===== src/rtl/mux_array_ctrl.sv =====
// Issue sequencer for mux_array: walks the select through every input group of
// each sliding window, handshakes with the line buffer and the PE array, and tags beats.
module mux_array_ctrl #(
    parameter int Nin         = 3,
    parameter int Pin         = 2,
    parameter int NUM_WINDOWS = 16,
    localparam int NUM_INPUT  = (Nin + Pin - 1) / Pin,
    localparam int SEL_WIDTH  = (NUM_INPUT > 1) ? $clog2(NUM_INPUT) : 1
) (
    input  logic                 clk,
    input  logic                 rst_n,
    input  logic                 window_valid,
    output logic                 window_ready,
    output logic                 mux_enable,
    output logic [SEL_WIDTH-1:0] mux_select,
    output logic                 out_valid,
    input  logic                 out_ready,
    output logic                 out_first,
    output logic                 out_last,
    output logic                 out_frame_last,
    output logic                 frame_done
);

    localparam int WIN_W = (NUM_WINDOWS > 1) ? $clog2(NUM_WINDOWS) : 1;
    localparam logic [SEL_WIDTH-1:0] GRP_LAST = SEL_WIDTH'(NUM_INPUT - 1);
    localparam logic [WIN_W-1:0]     WIN_LAST = WIN_W'(NUM_WINDOWS - 1);

    logic [SEL_WIDTH-1:0] grp_cnt;
    logic [WIN_W-1:0]     win_cnt;
    logic                 issue;
    logic                 grp_is_last;
    logic                 win_is_last;

    // A new group may be captured whenever the output slot is empty or being drained.
    assign issue        = window_valid & (~out_valid | out_ready);
    assign grp_is_last  = (grp_cnt == GRP_LAST);
    assign win_is_last  = (win_cnt == WIN_LAST);
    assign mux_enable   = issue;
    assign mux_select   = grp_cnt;
    assign window_ready = issue & grp_is_last;

    always_ff @(posedge clk or negedge rst_n) begin
        if (!rst_n) begin
            grp_cnt        <= '0;
            win_cnt        <= '0;
            out_valid      <= 1'b0;
            out_first      <= 1'b0;
            out_last       <= 1'b0;
            out_frame_last <= 1'b0;
            frame_done     <= 1'b0;
        end else begin
            frame_done <= out_valid & out_ready & out_frame_last;
            if (issue) begin
                out_valid      <= 1'b1;
                out_first      <= (grp_cnt == '0);
                out_last       <= grp_is_last;
                out_frame_last <= grp_is_last & win_is_last;
                if (grp_is_last) begin
                    grp_cnt <= '0;
                    win_cnt <= win_is_last ? '0 : win_cnt + 1'b1;
                end else begin
                    grp_cnt <= grp_cnt + 1'b1;
                end
            end else if (out_ready) begin
                out_valid <= 1'b0;
            end
        end
    end

endmodule

===== config.mk =====
export PLATFORM = sky130hd
export DESIGN_NAME = mux_array_ctrl
export DESIGN_NICKNAME = d
export VERILOG_FILES = /design/src/rtl/mux_array_ctrl.sv
export SDC_FILE = /design/constraint.sdc
export NUM_CORES = 1
export LEC_CHECK = 0
export CORE_AREA = 2 2 39 41
export CTS_CLUSTER_DIAMETER = 120
export DETAILED_ROUTE_END_ITERATION = 6
export DIE_AREA = 0 0 41 43
export SYNTH_ARGS = -nofsm -noshare
export SYNTH_HDL_FRONTEND = slang
export SYNTH_SLANG_ARGS = --single-unit

===== constraint.sdc =====
create_clock -name clk -period 2.93 [get_ports clk]
set_input_delay 0.586 -clock clk [delete_from_list [all_inputs] [get_ports clk]]
set_output_delay 0.586 -clock clk [all_outputs]
set_load 0.01 [all_outputs]

Word level (Yosys, flattened, before mapping):

Cells that the tools add are included.

* reductions and logical operators: 2
* muxes and demuxes: 4
* bitwise operators: 8
* eq/ne operators: 1
* add/subtract/negate cells: 2

Operator list (count)
* 1-bit bitwise AND: 5
* 4-bit by 1-bit adder with 4-bit output, second input constant: 1
* 4-bit equality test, second input constant: 1
* 4-bit 2-to-1 mux: 1
* 1-bit 2-to-1 mux: 3
* 1-bit inverter: 2
* 2-bit AND reduction: 1
* 2-bit nonzero test: 1
* 1-bit adder, second input constant: 1
* 1-bit OR: 1

* bits of input ports: 4
* output and inout bits: 8
* bits in registers: 10
* logic and storage cells: 24

Depth between registers and ports, before layout:

* depth in word-level cells: 4
* depth in mapped cells: 4
* depth with buffers taken out: 4

Worst setup path before layout:

No wires, ideal clock.

* kind: input-to-output
* start: input window_valid
* end: output window_ready
* arrival: 998 ps
* data required time: 2344 ps
* slack: 1346 ps
* stages on the path: 3
* path buffers: 1
* cell sequence: and2_4 and2_4 buf_6

* longest elaborated chain between the ends: 2

Ends and longest elaborated chain
* start: declaration: line 12 `input logic window_valid,`
* 1-bit bitwise AND: line 35 `assign issue = window_valid & (~out_valid | out_ready);`
* 1-bit bitwise AND: line 40 `assign window_ready = issue & grp_is_last;`
* end: declaration: line 13 `output logic window_ready,`

No other way between the ends.

Worst setup path in the final report:

Ends and elaborated chain as after synthesis.

==> out/results.txt <==
via count of the routed design - 276
R2R depth - 4
chip width - 41 um
DR pass1 iterations - 4
clk slew on worst S/H paths - 60 ps
RSZ-0062 raised after global routing - no
most frequent cells in the layout - 11 x clkdlybuf4s50_1, 9 x dfrtp_1, 3 x clkbuf_4
maximum vdd drop - 0.0005000 V
max-slew violations - 0
Setup-failing EPs final - 0
Yosys cell types - 19
hold_buf cts - 0
worst-margin pin slew - 413.4 ps
CTS Root Cell - clkbuf_4
PwrDens - 885.2 nW/um2
# rows - 14
#FFs+latches synth - 9
Design Power - 495.1 uW
post-DR vias/cell - 4.452
global-route wire length before repair - 1207 um
leakage power - 0.2625 nW
num ports - 12
slew margin rel. - 0.7236
Core ar. - 1384 um2
Layout Nets - 52
RR Startpoint - win_cnt[0]
WP data arrival - 1950 ps
Final Hold Fails - 0
CTS tree - built
fin worst setup slack - 389.4 ps
total wire length - 719 um
clock skew - 2.961 ps
Die Area - 1763 um2
sequential area share after synthesis - 0.5341
Post-DP HPWL - 522.6 um
TritonCTS buffer count - 3
IO Port Bufs - 11
Clock Path Buffers - 2
Setup crit start - window_valid
Tmin final - 2541 ps
WL per Instance - 11.60 um
Final TNS setup - 0 ps
worst hold path type - register to register
crit path capture - window_ready
startpoint types - input port
reg2reg end - win_cnt[0]
antenna-violating nets left - 0
Overflow after GRT - 0
Post-CTS Setup Bufs - 0
effective utilization at floorplan - 0.3047
asr flop ratio synth - 1.000
DR DRC count - 0
commonest non-fill, non-tap cell in the layout - clkdlybuf4s50_1
hold depth - 1
Mapped Nets - 38
vias in the first global route - 263
Initial DRC Count - 13
CP Class - input port to output port
Worst-Skew Late Latency - 260 ps
Synth Cell Area - 421.7 um2
yosys warns - 0
Layout Area Growth over Synthesis - 32.64%
r2r setup slk - 1700 ps
Avg Inst Size Synth - 12.78 um2
Die Span Y - 43 um
share of layout cells above drive strength 1 - 0.1739
GRT Total Usage - 0.1069
CP max FO - 5
status - finished, final reports clean
Max-Cap Viols - 0
post_cts resized - 0
GPL Wtd Cong - 0.6957
Filler Cell Count - 132
EDFF count, synth - 0
Area contributors post-synth - dfrtp_1 53%, mux2_4 7.1%, and2_4 4.2%
most common flop cell mapped by yosys - dfrtp_1
fmax - 393.6 MHz
CTS H-Tree Depth - 1
Syn Inst Count - 33
initial antenna violation count - 0
Worst EP required - 2340 ps
Period Utilization, post-route - 0.8671
pre-CTS setup slack - 387.1 ps
Num Clock Sinks - 9
number of diodes - 0
largest net degree at the start of global routing - 10
share of the synthesized area in the top cell type - 0.5341
Crit. End Element - output port
Synth area leader - dfrtp_1
-- layout make-up --
cell class / count / area [um2] / area share
inverters: 1 / 3.754 / 0.006711
flip-flops and latches: 9 / 225.2 / 0.4027
clock buffers: 4 / 26.28 / 0.04698
multi-input cells: 21 / 173.9 / 0.3110
well taps: 16 / 20.02 / 0.03579
repair buffers: 11 / 110.1 / 0.1969
-- worst min path at each step --
stage | startpoint | to | slack [ps]
after global routing | out_last | out_last | 500
after detailed placement | out_last | out_last | 470
after global placement | out_last | out_last | 460
final | out_last | out_last | 480
after CTS | out_last | out_last | 480
after floorplan | rst_n | frame_done | 290
-- critical path, cell delays in order --
cell             delay, ps
clkdlybuf4s50_1        490
and2_4                 160
and2_4                 180
clkdlybuf4s50_1        540
-- power by group --
group | leakage [nW] | switching [mW] | internal (mW)
Combinational | 0.137 | 0.0677 | 0.123
Sequential | 0.111 | 0.0408 | 0.167
Clock | 0.0150 | 0.0444 | 0.0526
Total | 0.263 | 0.153 | 0.342
-- cells by family (layout without fill, tap and decap cells) --
family                   Yosys count  after routing  share of synthesized area
AND/OR/NAND/NOR                   12             12                     0.1929
flip-flops                         9              9                     0.5341
AO/OA/AOI/OAI                      4              4                    0.07715
buffers and inverters              3             16                    0.05341
XOR/XNOR                           2              2                    0.04155
multiplexers                       2              2                    0.07122
adder cells (fa/ha/maj)            1              1                    0.02967
-- per-stage QoR --
stage	utilization	hold slack (ps)	area [um2]	std cells
floorplan	-	290.4	421.7	33
global placement	0.3852	460.8	533.0	58
detailed placement	0.3852	466.3	533.0	58
CTS	0.4042	481.0	559.3	62
global route	0.4042	495.4	559.3	62
finish	0.4042	475.2	559.3	62
-- Yosys cell counts (all sizes together), types with 2 or more instances --
cell type,count
a21o,2
and3,2
buf,2
and2,2
mux2,2
xnor2,2
nand3,2
dfrtp,9
nand2b,2
-- routing by layer --
| layer | vias up | GRT usage | wire length, um | share of wire |
|---|---|---|---|---|
| met3 | 3 | 0.03141 | 43 | 0.060 |
| li1 | 141 | - | - | - |
| met5 | - | 0 | 0 | 0 |
| met1 | 123 | 0.1448 | 330 | 0.46 |
| met4 | 0 | 0.08000 | 19 | 0.026 |
| met2 | 9 | 0.1375 | 325 | 0.45 |
-- flip-flops by register name, indices dropped and copies added (netlist names) --
signal and flops:
frame_done 1, mux_select 1, out_frame_last 1, out_last 1, out_valid 1, win_cnt 4
(Power assumes the default switching activity.)
